[src/rtl/spi_arb_pkg.sv]
// Shared types and limits for the SPI transaction arbiter slice.
package spi_arb_pkg;

    typedef enum logic [1:0] {
        IDLE,
        SEND,
        WAIT
    } arb_state_t;

    localparam int unsigned ARB_MAX_REQ = 8;

endpackage

[src/rtl/spi_xact_arbiter_picker.sv]
// Round-robin priority picker: first asserted request at or after prio, wrapping.
module rr_priority_picker
    import spi_arb_pkg::*;
#(
    parameter int unsigned NREQ = 4,
    localparam int unsigned IW  = (NREQ > 1) ? $clog2(NREQ) : 1
) (
    input  logic [NREQ-1:0] i_req,
    input  logic [IW-1:0]   i_prio,
    output logic [NREQ-1:0] o_win,
    output logic            o_valid
);

    logic [IW-1:0] w_idx;

    always_comb begin
        o_win   = '0;
        o_valid = 1'b0;
        w_idx   = i_prio;
        for (int unsigned i = 0; i < NREQ; i++) begin
            if (!o_valid && i_req[w_idx]) begin
                o_win[w_idx] = 1'b1;
                o_valid      = 1'b1;
            end
            w_idx = (w_idx == IW'(NREQ - 1)) ? '0 : w_idx + IW'(1);
        end
    end

endmodule

[src/rtl/spi_xact_arbiter.sv]
// Round-robin arbiter sharing one SPI request/response queue path among NREQ requesters.
module spi_xact_arbiter
    import spi_arb_pkg::*;
#(
    parameter int unsigned nbits = 8,
    parameter int unsigned NREQ  = 4
) (
    input  logic                  clk,
    input  logic                  reset,
    input  logic [NREQ*nbits-1:0] req_msg,
    input  logic [NREQ-1:0]       req_val,
    output logic [NREQ-1:0]       req_rdy,
    output logic [nbits-1:0]      resp_msg,
    output logic [NREQ-1:0]       resp_val,
    input  logic [NREQ-1:0]       resp_rdy,
    output logic [nbits-1:0]      down_send_msg,
    output logic                  down_send_val,
    input  logic                  down_send_rdy,
    input  logic [nbits-1:0]      down_recv_msg,
    input  logic                  down_recv_val,
    output logic                  down_recv_rdy,
    output logic [NREQ-1:0]       grant,
    output logic                  busy
);

    localparam int unsigned IW = (NREQ > 1) ? $clog2(NREQ) : 1;

    arb_state_t      r_state;
    logic [NREQ-1:0] r_grant;
    logic [IW-1:0]   r_owner;
    logic [IW-1:0]   r_prio;
    logic            r_busy;

    logic [NREQ-1:0] w_win;
    logic            w_win_valid;
    logic [IW-1:0]   w_win_idx;
    logic            w_in_send;
    logic            w_in_wait;
    logic            w_send_fire;
    logic            w_resp_fire;

    rr_priority_picker #(
        .NREQ (NREQ)
    ) u_picker (
        .i_req   (req_val),
        .i_prio  (r_prio),
        .o_win   (w_win),
        .o_valid (w_win_valid)
    );

    always_comb begin
        w_win_idx = '0;
        for (int unsigned i = 0; i < NREQ; i++) begin
            if (w_win[i]) begin
                w_win_idx = IW'(i);
            end
        end
    end

    assign w_in_send   = (r_state == SEND);
    assign w_in_wait   = (r_state == WAIT);
    assign w_send_fire = w_in_send && down_send_rdy;
    assign w_resp_fire = w_in_wait && down_recv_val && resp_rdy[r_owner];

    always_ff @(posedge clk) begin
        if (reset) begin
            r_state <= IDLE;
            r_grant <= '0;
            r_owner <= '0;
            r_prio  <= '0;
            r_busy  <= 1'b0;
        end else begin
            case (r_state)
                IDLE: begin
                    if (w_win_valid) begin
                        r_state <= SEND;
                        r_grant <= w_win;
                        r_owner <= w_win_idx;
                        r_busy  <= 1'b1;
                    end
                end
                SEND: begin
                    if (w_send_fire) begin
                        r_state <= WAIT;
                    end
                end
                WAIT: begin
                    if (w_resp_fire) begin
                        r_state <= IDLE;
                        r_grant <= '0;
                        r_busy  <= 1'b0;
                        r_prio  <= (r_owner == IW'(NREQ - 1)) ? '0 : r_owner + IW'(1);
                    end
                end
                default: begin
                    r_state <= IDLE;
                    r_grant <= '0;
                    r_busy  <= 1'b0;
                end
            endcase
        end
    end

    // Handshakes steer straight through to the owner; nothing is raised outside its phase.
    assign down_send_val = w_in_send;
    assign down_send_msg = w_in_send ? req_msg[r_owner*nbits +: nbits] : '0;
    assign req_rdy       = w_in_send ? (r_grant & {NREQ{down_send_rdy}}) : '0;

    assign down_recv_rdy = w_in_wait && resp_rdy[r_owner];
    assign resp_val      = w_in_wait ? (r_grant & {NREQ{down_recv_val}}) : '0;
    assign resp_msg      = w_in_wait ? down_recv_msg : '0;

    assign grant = r_grant;
    assign busy  = r_busy;

endmodule
[config.mk]
export PLATFORM = sky130hd
export DESIGN_NAME = spi_xact_arbiter
export DESIGN_NICKNAME = d
export VERILOG_FILES = /design/src/rtl/spi_arb_pkg.sv /design/src/rtl/spi_xact_arbiter_picker.sv /design/src/rtl/spi_xact_arbiter.sv
export SDC_FILE = /design/constraint.sdc
export NUM_CORES = 1
export LEC_CHECK = 0
export BUFFER_PORTS_ARGS = -buffer_cell sky130_fd_sc_hd__clkbuf_2
export CAP_MARGIN = 40
export CORE_MARGIN = 2
export CORE_UTILIZATION = 41
export DETAILED_ROUTE_END_ITERATION = 10
export PLACE_DENSITY = 0.83
export SYNTH_ARGS = -nofsm -noshare
export SYNTH_HDL_FRONTEND = slang
export SYNTH_SLANG_ARGS = --single-unit
[constraint.sdc]
create_clock -name clk -period 3.25 [get_ports clk]
set_input_delay 0.325 -clock clk [delete_from_list [all_inputs] [get_ports clk]]
set_output_delay 0.325 -clock clk [all_outputs]
set_load 0.05 [all_outputs]
==> impl_metrics.ini, run 1 <==
[run_status]
status = finished, final reports clean

[power]
power.total_mw = 0.608
power_frac_comb_pct = 54.4
powerDensity_nw_per_um2 = 370
p_sw_share_pct = 46.0
p_seq_share_pct = 30.3
leakage_nw = 0.811
peakVddDrop_mv = 0.293
clockPowerShare_pct = 15.3
internal_power_mw = 0.328
power_switching_mw = 0.280

[setup_path]
worstSetupPathType = register to register
startpoint_type = register
crit_chain = inv_1 > ha_1 > o21bai_1 > or4_1 > a21oi_2 > a221o_2 > a21oi_1 > a211oi_1
required_ps = 3440
r2r-end = r_owner[0]$_SDFFE_PP0P_
crit_slowest_cell = dfxtp_1
end_kind = register
max_stage_delay_ps = 650
cp_top_family = compound AO/OA/AOI/OAI gates
timing.rr.start = r_prio[0]$_SDFFE_PP0P_
worstPathMaxFanout = 12
r2r_cells = 8
reg2reg_slack_ps = 610
critPathBufInv = 1
arrival_ps = 2830

[die]
start_util_pct = 43.2
die_area_sq_um = 3360
io_pins = 83
die_y_um = 57.9
core-area_sq_um = 2760
rows = 19
fp.dieW_um = 57.9

[timing]
setup_viol = 0
worst_slew_pin_slew_ps = 682
setup_ws_ps = 613
rsz0062_at_grt = no
final_max_slew_viol_count = 0
fin_tns_setup_ps = 0
max_slew_margin_pct = 54.4
fmax_mhz = 379
skew_ps = 2.61
final_hold_viol_count = 0
timing.hold.ws_ps = 312
fin_crit_ps = 2640
min_period_over_period_pct = 81.1

[yosys]
ys_async_sr_fraction_pct = 0
synth_top_area_share_pct = 22.7
ys_warn_count = 0
syn-num-nets = 184
syn_avg_cell_area_sq_um = 9.62
ys_types = 39
synth_ff_type = dfxtp_1
synthCells = 124
ys_ff_latch = 11
seq_area_frac_synth_pct = 18.5
synth.area.top_cells = mux4_2 23%, dfxtp_1 18%, and2_1 8.9%
synth_top_area_cell = mux4_2
synth_edf_count = 0
syn-cell-area_sq_um = 1190

[grt]
antenna_found_initial = 0
grt_pass1_vias = 1214
grt_pass1_wl_um = 5210
grt_max_degree = 15
track_usage_pct = 19.6
grt.overflow.total = 0

[route]
wl_per_cell_um = 13.3
totalWireLength_um = 3120
drc_errors = 0
num_vias = 1302
detail-route-antenna-nets = 0
firstDrtPassIters = 4
drt_iter0_drc = 38
vias_per_cell = 5.54

[cts]
cts_tree = yes
ctsRootBufferMaster = clkbuf_4
insertion_delay_ps = 270
h-tree-depth = 1
hold_buffers = 0
cts-resized-gates = 0
post_cts_buffers = 0
clock_sinks = 11
max-clock-path-buffers = 2
clkSlewWorstSetupHoldPaths_ps = 70
cts_made_buffers = 3

[cells_and_area]
n_antenna_cell = 0
layout_commonest_cell = clkbuf_2
final_core_util_pct = 59.5
area_growth_pct = 37.6
fin_cells = 235
layout-drive-gt1-share_pct = 52.9
design_area_sq_um = 1640
final_cell_mix = 82 x clkbuf_2, 17 x and2_1, 12 x mux4_2
finalNetCount = 265

[place]
placed_cell_area_sq_um = 1610
place_congestion = 0.856
place_inst = 231
port_buffers = 82
hpwl_um = 2590
place_ws_ps = 614

[hold_path]
hold_path_end = r_state[0]$_SDFFE_PP0P_
whs_path_depth = 2
holdCritStartpoint = down_send_rdy
hp-class = primary input to register

[flow_run]
cap_violations = 0
cells by family after synthesis:
family / after synthesis / share of synthesized area (%)
multiplexers: 16 / 26.4
buffers and inverters: 11 / 4.20
flip-flops: 11 / 18.5
AND/OR/NAND/NOR: 51 / 24.2
adder cells (fa/ha/maj): 8 / 8.39
AO/OA/AOI/OAI: 27 / 18.3
power by group through the flow:
stage               clock [mW]  combinational [mW]  sequential (mW)
global route             0.104               0.355            0.190
floorplan                    0               0.247            0.190
detailed placement           0               0.332            0.188
finish                  0.0930               0.330            0.184
global placement             0               0.328            0.188
CTS                     0.0951               0.333            0.185
synthesized netlist by cell type (2+ instances only):
| library cell | instances |
|---|---|
| o2bb2ai_1 | 3 |
| nor3_2 | 2 |
| and2_1 | 17 |
| nor2b_1 | 2 |
| mux2i_1 | 3 |
| o21ai_0 | 5 |
| nor3_1 | 2 |
| a221o_2 | 2 |
| clkbuf_1 | 3 |
| mux4_2 | 12 |
| nor2_1 | 5 |
| a21oi_1 | 2 |
| buf_1 | 2 |
| a211oi_1 | 2 |
| nand2_1 | 9 |
| ha_1 | 8 |
| dfxtp_1 | 11 |
| a21oi_2 | 2 |
| nand2b_1 | 2 |
| inv_1 | 4 |
| and3_1 | 8 |
final cells by class:
cell class | count | area, sq um
tap | 31 | 38.8
timing repair buffer | 83 | 418
fill | 253 | 1120
clock buffer | 4 | 26.3
inverter | 4 | 15.0
sequential | 11 | 220
multi-input combinational | 102 | 922
worst max path at each step:
stage                              end                    from  depth (start not counted)  slack [ps]
6_report       r_owner[0]$_SDFFE_PP0P_  r_prio[0]$_SDFFE_PP0P_                          8         610
4_1_cts        r_owner[0]$_SDFFE_PP0P_  r_prio[0]$_SDFFE_PP0P_                          8         590
5_1_grt        r_owner[1]$_SDFFE_PP0P_  r_prio[0]$_SDFFE_PP0P_                          8         340
3_3_place_gp   r_owner[0]$_SDFFE_PP0P_  r_prio[0]$_SDFFE_PP0P_                          8         710
2_1_floorplan  r_owner[1]$_SDFFE_PP0P_  r_prio[0]$_SDFFE_PP0P_                          9         980
3_5_place_dp   r_owner[0]$_SDFFE_PP0P_  r_prio[0]$_SDFFE_PP0P_                          8         610
per-layer routing:
metal / vias to the layer above / share of wire (%) / global-route usage (%)
met5: - / 0 / 0
met4: 0 / 2.2 / 7.64
met3: 7 / 10 / 4.24
met2: 63 / 51 / 36.7
met1: 596 / 37 / 21.2
li1: 636 / - / -
sequential cells by signal, summed over array words and instances, names as in the netlist:
signal and count:
r_owner 2, r_prio 2, grant 4, r_state 2, busy 1
No activity file was read; power rests on OpenSTA's default activity.
==> run 2: changes to the inputs <==
--- a/config.mk
+++ b/config.mk
@@ -5,12 +5,13 @@
 export SDC_FILE = /design/constraint.sdc
 export NUM_CORES = 1
 export LEC_CHECK = 0
+export ABC_AREA = 1
 export BUFFER_PORTS_ARGS = -buffer_cell sky130_fd_sc_hd__clkbuf_2
 export CAP_MARGIN = 40
 export CORE_MARGIN = 2
-export CORE_UTILIZATION = 41
+export CORE_UTILIZATION = 44
 export DETAILED_ROUTE_END_ITERATION = 10
-export PLACE_DENSITY = 0.83
+export PLACE_DENSITY = 0.85
 export SYNTH_ARGS = -nofsm -noshare
 export SYNTH_HDL_FRONTEND = slang
 export SYNTH_SLANG_ARGS = --single-unit
==> constraint.sdc (replaced) <==
create_clock -name clk -period 2.75 [get_ports clk]
set_input_delay 0.275 -clock clk [delete_from_list [all_inputs] [get_ports clk]]
set_output_delay 0.275 -clock clk [all_outputs]
set_load 0.05 [all_outputs]
==> impl_metrics.ini, run 2 <==
[run_status]
status = finished, final reports clean

[die]
rows = 20
die_area_sq_um = 3560
die_y_um = 59.7
core-area_sq_um = 3000
fp.dieW_um = 59.7
start_util_pct = 45.4
io_pins = 83

[grt]
antenna_found_initial = 0
grt_pass1_wl_um = 6070
grt.overflow.total = 0
track_usage_pct = 21.6
grt_pass1_vias = 1500
grt_max_degree = 21

[cts]
insertion_delay_ps = 280
hold_buffers = 0
ctsRootBufferMaster = clkbuf_4
clkSlewWorstSetupHoldPaths_ps = 80
cts_made_buffers = 3
max-clock-path-buffers = 2
post_cts_buffers = 0
cts_tree = yes
cts-resized-gates = 0
h-tree-depth = 1
clock_sinks = 11

[setup_path]
r2r-end = grant[2]$_SDFFE_PP0P_
end_kind = register
crit_slowest_cell = dfxtp_1
critPathBufInv = 2
reg2reg_slack_ps = 530
startpoint_type = register
required_ps = 2960
arrival_ps = 2430
max_stage_delay_ps = 530
worstSetupPathType = register to register
worstPathMaxFanout = 10
crit_chain = inv_2 > ha_1 > inv_1 > nand3_1 > nand2_4 > nand2_4 > nor2_4 > nand2_1 > nor2_1 > nor2_1 > nand2_2 > nand2_1 > a21oi_2
cp_top_family = simple AND/OR/NAND/NOR gates
timing.rr.start = r_prio[0]$_SDFFE_PP0P_
r2r_cells = 13

[cells_and_area]
area_growth_pct = 33.0
final_cell_mix = 82 x clkbuf_2, 71 x nor2_1, 39 x nand2_1
largest_register_ffs = 4
layout-drive-gt1-share_pct = 33.8
finalNetCount = 381
n_antenna_cell = 0
fin_cells = 353
layout_commonest_cell = clkbuf_2

[power]
leakage_nw = 1.00
powerDensity_nw_per_um2 = 411
power.total_mw = 0.747
peakVddDrop_mv = 0.245

[route]
num_vias = 1720
drc_errors = 0
vias_per_cell = 4.87
totalWireLength_um = 3790
firstDrtPassIters = 5
wl_per_cell_um = 10.7
drt_iter0_drc = 123
detail-route-antenna-nets = 0

[yosys]
synth_mux_area_share_pct = 0
synthAdderAreaFrac_pct = 7.34
synthCells = 239
synth.area.top_cells = nor2_1 20%, dfxtp_1 16%, nand2_1 11%
yosys.cell_count.top_type = nor2_1
synth_top_family_by_area = simple AND/OR/NAND/NOR gates
syn_avg_cell_area_sq_um = 5.71
synth_compound_area_share_pct = 17.2
synth_top_area_share_pct = 19.5
netlist_top_cells_count = 71 x nor2_1, 39 x nand2_1, 29 x inv_1
seq_area_frac_synth_pct = 16.1
synth_top_area_cell = nor2_1
ys_async_sr_fraction_pct = 0
ys_types = 27
syn-num-nets = 299
synth_ff_type = dfxtp_1
syn-cell-area_sq_um = 1360
synth_edf_count = 0
synthSimpleGateAreaFrac_pct = 47.7
ys_ff_latch = 11
synthXorXnorAreaFrac_pct = 0
ys_warn_count = 0

[timing]
fin_tns_setup_ps = 0
min_period_over_period_pct = 80.8
rsz0062_at_grt = no
final_hold_viol_count = 0
max_slew_margin_pct = 70.1
skew_ps = 9.47
setup_viol = 0
fmax_mhz = 450
final_max_slew_viol_count = 0
fin_crit_ps = 2220
timing.hold.ws_ps = 264
worst_slew_pin_slew_ps = 447

[hold_path]
hp-class = primary input to register
whs_path_depth = 3
holdCritStartpoint = down_send_rdy
hold_path_end = r_state[1]$_SDFFE_PP0P_

[place]
place_inst = 349
hpwl_um = 3120
port_buffers = 82
place_congestion = 0.802

[flow_run]
cap_violations = 0
run 2: worst max-delay path by stage:
stage,cells past startpoint,endpoint,start,slack (ps)
2_1_floorplan,5,req_rdy[1],r_state[0]$_SDFFE_PP0P_,-140
3_3_place_gp,13,grant[3]$_SDFFE_PP0P_,r_prio[0]$_SDFFE_PP0P_,720
3_5_place_dp,13,grant[2]$_SDFFE_PP0P_,r_prio[0]$_SDFFE_PP0P_,570
4_1_cts,13,grant[2]$_SDFFE_PP0P_,r_prio[0]$_SDFFE_PP0P_,530
5_1_grt,13,grant[2]$_SDFFE_PP0P_,r_prio[0]$_SDFFE_PP0P_,280
6_report,13,grant[2]$_SDFFE_PP0P_,r_prio[0]$_SDFFE_PP0P_,530
run 2: worst reg2reg max path, cell delays in order (launching register included):
cell and delay (ps):
dfxtp_1 530, inv_2 160, ha_1 360, inv_1 140, nand3_1 140, nand2_4 100
nand2_4 70, nor2_4 80, nand2_1 60, nor2_1 110, nor2_1 80, nand2_2 100
nand2_1 100, a21oi_2 120
run 2: cell type report:
type,count,area [sq um]
flip-flops and latches,11,220
multi-input cells,189,985
inverters,33,124
fillers,308,1190
well taps,33,41.3
clock buffers,4,26.3
repair buffers,83,418
run 2: cell families (layout without fill, tap and decap cells):
group           Yosys count  count (layout)
buf+inv                  39             120
fa+ha+maj                 8               8
flops                    11              11
simple gates            141             141
compound gates           40              40
run 2: metrics by stage:
| stage | setup WS, ps | cell area, sq um | utilization [%] |
|---|---|---|---|
| after global placement | 717 | 1790 | 59.5 |
| final | 527 | 1810 | 60.4 |
| after CTS | 528 | 1810 | 60.4 |
| after floorplan | -144 | 1360 | - |
| after global routing | 280 | 1810 | 60.4 |
| after detailed placement | 573 | 1790 | 59.5 |
run 2: where the power goes:
group / total (mW) / switching, mW / internal, mW / leakage, nW
logic: 0.435 / 0.308 / 0.128 / 0.899
clock network: 0.115 / 0.0592 / 0.0562 / 0.0150
registers: 0.196 / 0.0199 / 0.176 / 0.0902
total: 0.747 / 0.387 / 0.360 / 1.00
run 2: routing by layer:
layer / vias up / track usage [%] / wire length, um
li1: 907 / - / -
met1: 741 / 24.9 / 1570
met2: 66 / 40.2 / 1910
met3: 6 / 2.81 / 263
met4: 0 / 7.30 / 36
met5: - / 0 / 0
